File: src/rtl/vga_pkg.sv
// ---------------------------------------------------------------------------
// vga_pkg
// Shared definitions for the VGA pixel path: default active-area sizes, the
// packed colour struct, the fetch FSM state encoding and a small helper that
// builds the line-replication mask used by the fetcher.
// ---------------------------------------------------------------------------
package vga_pkg;

    localparam int H_ACTIVE_DEF    = 640;
    localparam int V_ACTIVE_DEF    = 480;
    localparam int COLOR_DEPTH_DEF = 8;

    typedef struct packed {
        logic [COLOR_DEPTH_DEF-1:0] r;
        logic [COLOR_DEPTH_DEF-1:0] g;
        logic [COLOR_DEPTH_DEF-1:0] b;
    } rgb_t;

    typedef enum logic [0:0] {
        WAIT_VBLANK = 1'b0,
        RUN         = 1'b1
    } fetch_state_e;

    // Low vcount bits that must all be ones on the last replicated copy of a
    // source line; zero bits wide (mask 0) when there is no replication.
    function automatic logic [9:0] scale_mask(input int shift);
        return 10'((32'sd1 <<< shift) - 32'sd1);
    endfunction

endpackage

File: src/rtl/vga_valid_delay.sv
// ---------------------------------------------------------------------------
// vga_valid_delay
// Shift register that delays the fetch qualifier so it lines up with the
// RAM read data. DEPTH is RAM latency + 1, so it is always at least 2.
// Ports:
//   vga_clk  pixel clock
//   reset_n  asynchronous active-low clear
//   din      fetch qualifier entering the pipe
//   dout     qualifier delayed by DEPTH cycles
// ---------------------------------------------------------------------------
module vga_valid_delay
    import vga_pkg::*;
#(
    parameter int DEPTH = 2
) (
    input  logic vga_clk,
    input  logic reset_n,
    input  logic din,
    output logic dout
);

    logic [DEPTH-1:0] shift_r;

    // Shift the qualifier one stage per pixel clock.
    always_ff @(posedge vga_clk or negedge reset_n) begin
        if (!reset_n) begin
            shift_r <= '0;
        end else begin
            shift_r <= {shift_r[DEPTH-2:0], din};
        end
    end

    assign dout = shift_r[DEPTH-1];

endmodule

File: src/rtl/vga_pixel_fetch.sv
// ---------------------------------------------------------------------------
// vga_pixel_fetch
// Turns hcount/vcount into frame-RAM read addresses (with optional 2^N pixel
// replication), re-aligns the RAM data with a delayed data enable, and drives
// a fixed blank colour outside the displayed area. After reset nothing is
// fetched until vertical blanking is seen, so a torn frame is never shown.
// Ports:
//   vga_clk, reset_n       pixel clock, async active-low reset
//   hcount, vcount         timing generator position
//   addr, rd_en            frame RAM read request
//   data                   frame RAM read data, packed {r,g,b}
//   vga_r, vga_g, vga_b    registered colour outputs
//   de                     data enable aligned with the colour outputs
//   synced                 high once locked to frame timing
// ---------------------------------------------------------------------------
module vga_pixel_fetch
    import vga_pkg::*;
#(
    parameter int                       H_ACTIVE    = H_ACTIVE_DEF,
    parameter int                       V_ACTIVE    = V_ACTIVE_DEF,
    parameter int                       COLOR_DEPTH = COLOR_DEPTH_DEF,
    parameter int                       SCALE_SHIFT = 0,
    parameter int                       RAM_LATENCY = 1,
    parameter int                       ADDR_W      = 19,
    parameter logic [3*COLOR_DEPTH-1:0] BLANK_COLOR = '0
) (
    input  logic                     vga_clk,
    input  logic                     reset_n,
    input  logic [9:0]               hcount,
    input  logic [9:0]               vcount,
    output logic [ADDR_W-1:0]        addr,
    output logic                     rd_en,
    input  logic [3*COLOR_DEPTH-1:0] data,
    output logic [COLOR_DEPTH-1:0]   vga_r,
    output logic [COLOR_DEPTH-1:0]   vga_g,
    output logic [COLOR_DEPTH-1:0]   vga_b,
    output logic                     de,
    output logic                     synced
);

    localparam logic [0:0]        ST_WAIT_VBLANK = WAIT_VBLANK;
    localparam logic [0:0]        ST_RUN         = RUN;
    localparam logic [9:0]        H_ACT_W        = 10'(H_ACTIVE);
    localparam logic [9:0]        V_ACT_W        = 10'(V_ACTIVE);
    localparam logic [9:0]        H_LAST         = 10'(H_ACTIVE - 1);
    localparam logic [9:0]        V_MASK         = scale_mask(SCALE_SHIFT);
    localparam logic [ADDR_W-1:0] LINE_STEP      = ADDR_W'(H_ACTIVE >> SCALE_SHIFT);

    logic                     h_active_s;
    logic                     v_active_s;
    logic                     fetch_s;
    logic                     line_end_s;
    logic                     valid_dly_s;
    logic [0:0]               state_r;
    logic [0:0]               state_nxt_s;
    logic [ADDR_W-1:0]        line_base_r;
    logic [ADDR_W-1:0]        addr_nxt_s;
    logic [ADDR_W-1:0]        addr_r;
    logic                     rd_en_r;
    logic [3*COLOR_DEPTH-1:0] pix_r;
    logic                     de_r;

    // Active-area decode, fetch qualifier and next address.
    always_comb begin
        h_active_s = (hcount < H_ACT_W);
        v_active_s = (vcount < V_ACT_W);
        fetch_s    = h_active_s && v_active_s && (state_r == ST_RUN);
        // Advance the line base only after the last replicated copy of a line.
        line_end_s = fetch_s && (hcount == H_LAST) && ((vcount & V_MASK) == V_MASK);
        addr_nxt_s = line_base_r + ADDR_W'(hcount >> SCALE_SHIFT);
    end

    // Next-state logic: lock to the frame on the first blanking line.
    always_comb begin
        state_nxt_s = state_r;
        case (state_r)
            ST_WAIT_VBLANK: begin
                if (!v_active_s) begin
                    state_nxt_s = ST_RUN;
                end else begin
                    state_nxt_s = ST_WAIT_VBLANK;
                end
            end
            ST_RUN:  state_nxt_s = ST_RUN;
            default: state_nxt_s = ST_WAIT_VBLANK;
        endcase
    end

    // FSM state register.
    always_ff @(posedge vga_clk or negedge reset_n) begin
        if (!reset_n) begin
            state_r <= ST_WAIT_VBLANK;
        end else begin
            state_r <= state_nxt_s;
        end
    end

    // Start address of the current source line, restarted in vertical blank.
    always_ff @(posedge vga_clk or negedge reset_n) begin
        if (!reset_n) begin
            line_base_r <= '0;
        end else if (!v_active_s) begin
            line_base_r <= '0;
        end else if (line_end_s) begin
            line_base_r <= line_base_r + LINE_STEP;
        end else begin
            line_base_r <= line_base_r;
        end
    end

    // RAM read request; the address holds when not fetching.
    always_ff @(posedge vga_clk or negedge reset_n) begin
        if (!reset_n) begin
            addr_r  <= '0;
            rd_en_r <= 1'b0;
        end else begin
            if (fetch_s) begin
                addr_r <= addr_nxt_s;
            end else begin
                addr_r <= addr_r;
            end
            rd_en_r <= fetch_s;
        end
    end

    vga_valid_delay #(
        .DEPTH (RAM_LATENCY + 1)
    ) u_valid_delay (
        .vga_clk (vga_clk),
        .reset_n (reset_n),
        .din     (fetch_s),
        .dout    (valid_dly_s)
    );

    // Output register: RAM data when the aligned valid is set, else blank.
    always_ff @(posedge vga_clk or negedge reset_n) begin
        if (!reset_n) begin
            pix_r <= BLANK_COLOR;
            de_r  <= 1'b0;
        end else if (valid_dly_s) begin
            pix_r <= data;
            de_r  <= 1'b1;
        end else begin
            pix_r <= BLANK_COLOR;
            de_r  <= 1'b0;
        end
    end

    assign addr                  = addr_r;
    assign rd_en                 = rd_en_r;
    assign {vga_r, vga_g, vga_b} = pix_r;
    assign de                    = de_r;
    assign synced                = (state_r == ST_RUN);

endmodule

File: config.mk
export PLATFORM = sky130hd
export DESIGN_NAME = vga_pixel_fetch
export DESIGN_NICKNAME = d
export VERILOG_FILES = /design/src/rtl/vga_pkg.sv /design/src/rtl/vga_valid_delay.sv /design/src/rtl/vga_pixel_fetch.sv
export SDC_FILE = /design/constraint.sdc
export NUM_CORES = 1
export LEC_CHECK = 0
export CORE_MARGIN = 2
export CORE_UTILIZATION = 39
export DETAILED_ROUTE_END_ITERATION = 12
export PLACE_DENSITY = 0.75
export SETUP_SLACK_MARGIN = 0.2
export SLEW_MARGIN = 20
export SYNTH_ARGS = -nofsm -noshare
export SYNTH_HDL_FRONTEND = slang
export SYNTH_SLANG_ARGS = --single-unit
File: constraint.sdc
create_clock -name vga_clk -period 2.1 [get_ports vga_clk]
set_clock_uncertainty 0.15 [all_clocks]
set_input_delay 0.63 -clock vga_clk [delete_from_list [all_inputs] [get_ports vga_clk]]
set_output_delay 0.63 -clock vga_clk [all_outputs]
set_load 0.05 [all_outputs]
## After elaboration in Yosys (flattened, before gate mapping)

Index checks and enable logic that the tools add are counted.

- Register bits: 67
- Input bits: 46
- Output and inout bits: 46

- $add $sub $neg: 2
- Magnitude comparators: 2
- Equal/unequal tests: 2
- Muxes and demuxes: 6
- Bitwise gates (word level): 1
- Reductions and logical operators: 3

Operators with widths:

| operator | number |
|---|---|
| $mux W19 | 2 |
| $mux W24 | 1 |
| $add A19 B10 Y19 | 1 |
| $add A19 B10 Y19 const B | 1 |
| $eq A10 B10 Y1 const B | 1 |
| $lt A10 B10 Y1 const B | 1 |
| $lt A10 B9 Y1 const B | 1 |
| $logic_and A1 B1 Y1 | 3 |
| $mux W1 | 2 |
| $ne A2 B1 Y1 const B | 1 |
| $pmux W1 S2 | 1 |
| $not A1 Y1 | 1 |

## Logic depth before layout (Yosys ltp)

Gate-level depths: netlist of run 1.

- Depth in word-level cells: 6
- Depth in mapped cells: 6
- Gate-level depth less buffers: 5

## Modules after synthesis

Synthesis of run 1 repeated with hierarchy kept, for this count alone.

- Cells, all modules: 224
- Area, all modules: 2,421.1 sq um

By module, submodules not included:

| module | instances | cells each | area an instance (sq um) |
|---|---|---|---|
| vga_pixel_fetch | 1 | 222 | 2,371.0 |
| vga_valid_delay | 1 | 2 | 50.0 |

## Least setup slack after synthesis of run 1

No wires, ideal clock.

- Path type: reg2reg
- Start: reg state_r (netlist: synced)
- End: reg line_base_r[15]
- Arrival: 2.019 ns
- Data required time: 1.872 ns
- Path slack: -0.147 ns
- Cell stages (with the launch flop): 6
- Cell sequence: dfrtp_1 nand4_1 or4_1 buf_2 or4_1 a21oi_1

- Word-level cells in the longest chain between the ends: 3

Ends and longest elaborated chain:

| item | line | RTL |
|---|---|---|
| start: declaration | vga_pixel_fetch.sv:54 | `logic [0:0] state_r;` |
| start signal: assignment | vga_pixel_fetch.sv:94 | `state_r <= state_nxt_s;` |
| $logic_and A1 B1 Y1 | vga_pixel_fetch.sv:67 | `fetch_s = h_active_s && v_active_s && (state_r == ST_RUN);` |
| $logic_and A1 B1 Y1 | vga_pixel_fetch.sv:69 | `line_end_s = fetch_s && (hcount == H_LAST) && ((vcount & V_MASK) == V_MASK);` |
| $ne A2 B1 Y1 (no line) | - |  |
| end signal: assignment | vga_pixel_fetch.sv:105 | `line_base_r <= line_base_r + LINE_STEP;` |
| end signal: assignment | vga_pixel_fetch.sv:107 | `line_base_r <= line_base_r;` |
| end: declaration | vga_pixel_fetch.sv:56 | `logic [ADDR_W-1:0] line_base_r;` |

No other way between the ends.
A chain may end at the register's enable or synchronous reset.

## Worst setup path in the final report of run 1

- Start: in hcount[1]
- End: reg line_base_r[13]

- Word-level cells in the longest chain between the ends: 5

Ends and longest elaborated chain:

| item | line | RTL |
|---|---|---|
| start: declaration | vga_pixel_fetch.sv:29 | `input logic [9:0] hcount,` |
| $lt A10 B10 Y1 | vga_pixel_fetch.sv:65 | `h_active_s = (hcount < H_ACT_W);` |
| $logic_and A1 B1 Y1 (2 in a row) | vga_pixel_fetch.sv:67 |  |
| $logic_and A1 B1 Y1 (*) | vga_pixel_fetch.sv:69 |  |
| $ne A2 B1 Y1 (no line) (*) | - |  |

Every way passes the cells marked *; elsewhere a longest branch is shown, timed or not.

==> out/qor.txt, run 1 <==
Maximum number of pins on one net before global-route repair -> 60
Avg Cell Area, Syn -> 11.6 µm²
Post-synth cell types -> 35
Post-synth ARST share -> 100%
Delay-heaviest family, CP -> simple AND/OR/NAND/NOR gates
Period utilization -> 92.6%
Clk_lat worst skew -> 0.33 ns
Rows -> 28
Final min period -> 1.94 ns
Largest family of logic cells by synthesized area -> simple AND/OR/NAND/NOR gates
Starting Density -> 40.4%
Final #Nets -> 378
Root buffer cell -> clkbuf_8
Die area -> 6810 µm²
DR WL/cell -> 14.7 µm
Critical Path End -> line_base_r[13]
# hold bufs at CTS -> 0
Crit-path max cell delay -> 0.56 ns
Worst Setup SP -> hcount[1]
Layout cells sized above 1 -> 40.5%
GRT overflow -> 0
Port Buf Inserts -> 86
Post-synth net total -> 257
FILL cells -> 504
Leading area contributor after synthesis -> dfrtp_1
Xor/xnor cell area share of the yosys netlist -> 4.37%
Status -> finished clean
DR vias/cell -> 4.91
Top post-synthesis cells by count -> dfrtp_1, and2_1, nand2_1
Final Setup Violations -> 0
Fin. Hold Viols -> 0
R2R cell count -> 6
Synth Area in Compound Gates -> 8.90%
DP Area -> 3470 µm²
Post-synthesis simple-gate area fraction -> 17.9%
Most frequent cell after synthesis -> dfrtp_1
Worst r2r src -> line_base_r[7]
Syn Inst Count -> 207
Yosys top cell area share -> 61.4%
Die Y -> 82.5 µm
Crit-path cells -> buf_2 > nand4_1 > or4_4 > buf_6 > or3_4 > a21oi_2
Layout area overhead -> 58.0%
Top FF cell, synth -> dfrtp_1
H-tree depth -> 3
GP Congestion -> 0.893
Number of flops mapped to enable cells by yosys -> 0
GRT Util Overall -> 19.6%
Slew HR -> 63.5%
Cell area after layout -> 3800 µm²
Cell Area, Synth -> 2400 µm²
WHS -> 0.143 ns
Crit-path max FO -> 4
Drt drc -> 0
Maximum vdd ir drop -> 0.405 mV
Final Total Pwr -> 2.77 mW
WP data required -> 2.21 ns
Synth Register Bits -> 59
YS warnings -> 0
Ant diodes -> 0
Fmax -> 0.514 GHz
PD cells -> 729 nW/µm²
Static Leakage -> 1.71 nW
Layout Utilization -> 63.8%
Initial drt markers -> 134
Post-Synth Adder-Cell Area -> 2.08%
Detailed Place HPWL -> 4260 µm
Drt first pass iters -> 4
Max-slew violation count -> 0
Reg2reg setup slack -> 0.16 ns
Arrival time worst endpoint -> 2.06 ns
Critical path's slowest cell -> or4_4
Antenna Nets Post-Route -> 0
Final TNS setup -> 0 ns
R2r endpoint -> line_base_r[13]
Core Region -> 5960 µm²
Total wire length -> 6010 µm
Crit. path cell count -> 6
Max Cap Violations -> 0
Num Clock Sinks -> 59
Vias in the first global route -> 2003
Top cells by area, synth -> dfrtp_1, and2_1, xnor2_1
Mux cell area share after synthesis -> 3.69%
Register area share after synthesis -> 61.4%
# IOs -> 92
Initial antenna violation count -> 0
Global-route wire length before repair -> 9720 µm
Via count -> 2004
RSZ-0062 raised after global routing -> yes
Clock Path Buffers -> 2
Hold crit path type -> in2async
Die W -> 82.5 µm
Critical Path End Type -> flop
CP startpoint kind -> input port
CTS tree -> built
CTS Buf Count -> 9
Tightest Pin Transition -> 0.547 ns
CP bufs+invs -> 2
Reg clk slew, reported paths -> 0.07 ns
CP Class -> in2reg
-- state kept, by name (all words and copies together) (netlist names) --
name	cells
de	1
addr	19
synced	1
u_valid_delay.shift_r	2
pix_r	24
line_base_r	12
-- power breakdown --
part / leakage [nW] / switching [mW] / internal (mW)
Sequential: 0.777 / 0.0312 / 1.20
Clock: 0.0926 / 0.427 / 0.578
Combinational: 0.841 / 0.330 / 0.204
-- metrics by stage --
step / std cells / setup WS (ns)
2_1_floorplan: 207 / -0.0571
6_report: 408 / 0.156
3_5_place_dp: 384 / -0.608
5_1_grt: 408 / 0.113
4_1_cts: 408 / 0.110
3_3_place_gp: 384 / -0.566
-- layout make-up --
| type | count | area (µm²) | area share (%) |
|---|---|---|---|
| clock buffer | 12 | 145 | 3.82 |
| clock inverter | 4 | 50.0 | 1.32 |
| inverter | 2 | 7.51 | 0.198 |
| multi-input combinational | 138 | 1050 | 27.6 |
| sequential | 59 | 1480 | 38.9 |
| tap | 75 | 93.8 | 2.47 |
| timing repair buffer | 118 | 976 | 25.7 |
-- cells by family (layout without fill, tap and decap cells) --
| kind of cell | after synthesis | after routing |
|---|---|---|
| AND/OR/NAND/NOR | 78 | 78 |
| buffers and inverters | 10 | 136 |
| multiplexers | 8 | 8 |
| flip-flops | 59 | 59 |
| adder cells (fa/ha/maj) | 4 | 4 |
| XOR/XNOR | 12 | 12 |
| AO/OA/AOI/OAI | 36 | 36 |
-- how the worst min path moves through the flow --
| stage | end | startpoint | cells after the start |
|---|---|---|---|
| floorplan | addr[0] | reset_n | 0 |
| global placement | u_valid_delay.shift_r[1] | u_valid_delay.shift_r[0] | 0 |
| detailed placement | u_valid_delay.shift_r[1] | u_valid_delay.shift_r[0] | 0 |
| CTS | pix_r[7] | reset_n | 2 |
| global route | pix_r[3] | reset_n | 2 |
| finish | pix_r[7] | reset_n | 2 |
-- repair_timing --
action / CTS / global route
resized for setup: 36 / 25
pin swaps: 10 / 8
setup endpoints to repair: 31 / 23
buffers inserted: 8 / 0
-- cells in the final DEF, fill, tap and decap left out, drive strengths merged, types with 2 or more instances in the layout --
| master | count |
|---|---|
| clkdlybuf4s50 | 29 |
| or4 | 5 |
| o21ai | 16 |
| buf | 84 |
| or2 | 3 |
| and2 | 24 |
| nand2 | 18 |
| clkinvlp | 2 |
| or3 | 5 |
| xor2 | 3 |
| nand3 | 4 |
| clkbuf | 17 |
| a21oi | 9 |
| nor2 | 6 |
| inv | 2 |
| nor4 | 6 |
| o31ai | 4 |
| dfrtp | 59 |
| mux2 | 7 |
| nand4 | 2 |
| xnor2 | 9 |
| ha | 4 |
| nor3 | 3 |
| o21a | 2 |
-- routing by layer --
layer	vias up	track usage [%]	wire, µm
li1	969	-	-
met1	969	24.9	2500
met2	53	30.9	3110
met3	13	3.80	247
met4	0	11.8	163
met5	-	0	0
No activity file was read; power rests on OpenSTA's default activity.
==> run 2: changes to the inputs <==
CORE_UTILIZATION = 25   (was 39)
PLACE_DENSITY = default   (was 0.75)
SETUP_SLACK_MARGIN = 0.02   (was 0.2)
==> run 2 against run 1 <==
Compared with the run above: via count decreased by 2.4%; hold slack better by 0.015 ns; highest routed layer unchanged; die area increased by 53%; fmax down 4.0%; flip-flop and latch count did not move; critical path depth increased by 2; clock power is 4% higher; sequential power about the same.
==> out/qor.txt, run 2 (synthesis results as in run 1) <==
Fin. Hold Viols -> 0 (unchanged)
Ant diodes -> 0 (unchanged)
Period utilization -> 96.5% (was 92.6%)
Commonest non-fill, non-tap cells in the layout -> buf_4, dfrtp_1, clkdlybuf4s50_1 (unchanged)
DR WL/cell -> 12.8 µm (was 14.7 µm)
DR vias/cell -> 4.29 (was 4.91)
Total wire length -> 5840 µm (was 6010 µm)
# IOs -> 92 (unchanged)
Drt drc -> 0 (unchanged)
PD cells -> 738 nW/µm² (was 729 nW/µm²)
Crit-path cells -> clkdlybuf4s15_2 > buf_4 > ha_1 > nor2_1 > buf_4 > nor4_1 > xnor2_1 > o21ai_1 (was buf_2 > nand4_1 > or4_4 > buf_6 > or3_4 > a21oi_2)
CTS tree -> built (unchanged)
Final #Nets -> 374 (was 378)
Vias in the first global route -> 1971 (was 2003)
R2R cell count -> 4 (was 6)
Drt first pass iters -> 4 (unchanged)
Root buffer cell -> clkbuf_8 (unchanged)
Static Leakage -> 1.70 nW (was 1.71 nW)
Maximum number of pins on one net before global-route repair -> 60 (unchanged)
Critical path's slowest cell -> nor4_1 (was or4_4)
Die W -> 102 µm (was 82.5 µm)
Max-slew violation count -> 0 (unchanged)
Reg clk slew, reported paths -> 0.06 ns (was 0.07 ns)
Crit-path max cell delay -> 0.34 ns (was 0.56 ns)
Clk_lat worst skew -> 0.33 ns (about the same)
Delay-heaviest family, CP -> buffers and inverters (was simple AND/OR/NAND/NOR gates)
Rows -> 35 (was 28)
Core Region -> 9280 µm² (was 5960 µm²)
Starting Density -> 25.9% (was 40.4%)
Die area -> 10400 µm² (was 6810 µm²)
Initial antenna violation count -> 0 (unchanged)
Crit. path cell count -> 8 (was 6)
Slew HR -> 63.5% (about the same)
Commonest non-fill, non-tap cell in the layout -> buf_4 (unchanged)
Final TNS setup -> 0 ns (unchanged)
Die Y -> 102 µm (was 82.5 µm)
CP bufs+invs -> 3 (was 2)
Worst Setup SP -> hcount[9] (was hcount[1])
Hold crit path type -> in2async (unchanged)
CP startpoint kind -> input port (unchanged)
Final Setup Violations -> 0 (unchanged)
RSZ-0062 raised after global routing -> yes (unchanged)
H-tree depth -> 3 (unchanged)
Status -> finished clean (unchanged)
Cell area after layout -> 3790 µm² (was 3800 µm²)
Layout area overhead -> 57.8% (was 58.0%)
WP data required -> 2.17 ns (was 2.21 ns)
Detailed Place HPWL -> 4160 µm (was 4260 µm)
Max Cap Violations -> 0 (unchanged)
CTS Buf Count -> 9 (unchanged)
Number of placed instances, taps included -> 440 (was 384)
Clock Path Buffers -> 2 (unchanged)
Initial drt markers -> 58 (was 134)
Worst path most repeated cell -> buf_4
Port Buf Inserts -> 86 (unchanged)
Maximum vdd ir drop -> 0.317 mV (was 0.405 mV)
Fmax -> 0.494 GHz (was 0.514 GHz)
GP Congestion -> 0.833 (was 0.893)
Final instance count without filler cells -> 456 (was 408)
DP Area -> 3550 µm² (was 3470 µm²)
Critical Path End Type -> flop (unchanged)
Antenna Nets Post-Route -> 0 (unchanged)
Tightest Pin Transition -> 0.548 ns (was 0.547 ns)
Layout cells sized above 1 -> 33.9% (was 40.5%)
GRT overflow -> 0 (unchanged)
Final min period -> 2.03 ns (was 1.94 ns)
GRT Util Overall -> 11.6% (was 19.6%)
Via count -> 1956 (was 2004)
Num Clock Sinks -> 59 (unchanged)
Global-route wire length before repair -> 9170 µm (was 9720 µm)
Layout Utilization -> 40.9% (was 63.8%)
CP Class -> in2reg (unchanged)
Largest Register -> pix_r (unchanged)
Max FFs per register -> 24 (unchanged)
Arrival time worst endpoint -> 2.09 ns (was 2.06 ns)
Worst r2r src -> line_base_r[13] (was line_base_r[7])
Crit-path max FO -> 5 (was 4)
[run 2: cell type report]
class	instances	area, µm²
clock buffer	12	165
inverter	2	7.51
multi-input combinational	138	976
timing repair buffer	114	972
fill	919	5490
sequential	59	1480
tap	129	161
clock inverter	2	35.0
[run 2: per-layer routing]
metal	global-route usage, %	vias to the layer above	wire [µm]
met2	19.2	71	2800
met5	0	-	0
met4	5.23	0	49
met1	13.4	932	2550
met3	4.31	4	448
li1	-	949	-
[run 2: timing repair]
action                                  CTS  global route
gates resized for setup                  21            10
buffers inserted                          1             1
pin swaps                                 6             6
hold buffers                              0             0
endpoints found under the setup margin   19            10
[run 2: power breakdown]
group          internal [mW]  switching [mW]  leakage (nW)
combinational          0.201           0.323         0.820
clock                  0.630           0.420         0.104
sequential              1.20          0.0324         0.778
total                   2.03           0.775          1.70
[run 2: worst register-to-register path, cell delays in order, from the launching register on]
cell,delay [ns]
dfrtp_1,0.45
nand4_1,0.26
or2_1,0.34
or4_1,0.51
a21oi_1,0.16
[run 2: through the flow]
step | setup WS [ns] | total power [mW] | hold slack, ns
finish | 0.0742 | 2.80 | 0.158
global route | -0.00551 | 2.93 | 0.172
CTS | 0.0206 | 2.85 | 0.151
detailed placement | -0.620 | 1.78 | 0.222
global placement | -0.593 | 1.78 | 0.210
floorplan | -0.0571 | 1.53 | 0.184
[run 2: path summary, 6_finish.rpt]
| path | endpoint | slack (ns) |
|---|---|---|
| min | pix_r[6] | 0.16 |
| max in group asynchronous | synced | 1.38 |
| min in group vga_clk | u_valid_delay.shift_r[1] | 0.23 |
| max | addr[14] | 0.07 |
| min reg2reg | u_valid_delay.shift_r[1] | 0.23 |
| max reg2reg | line_base_r[18] | 0.17 |
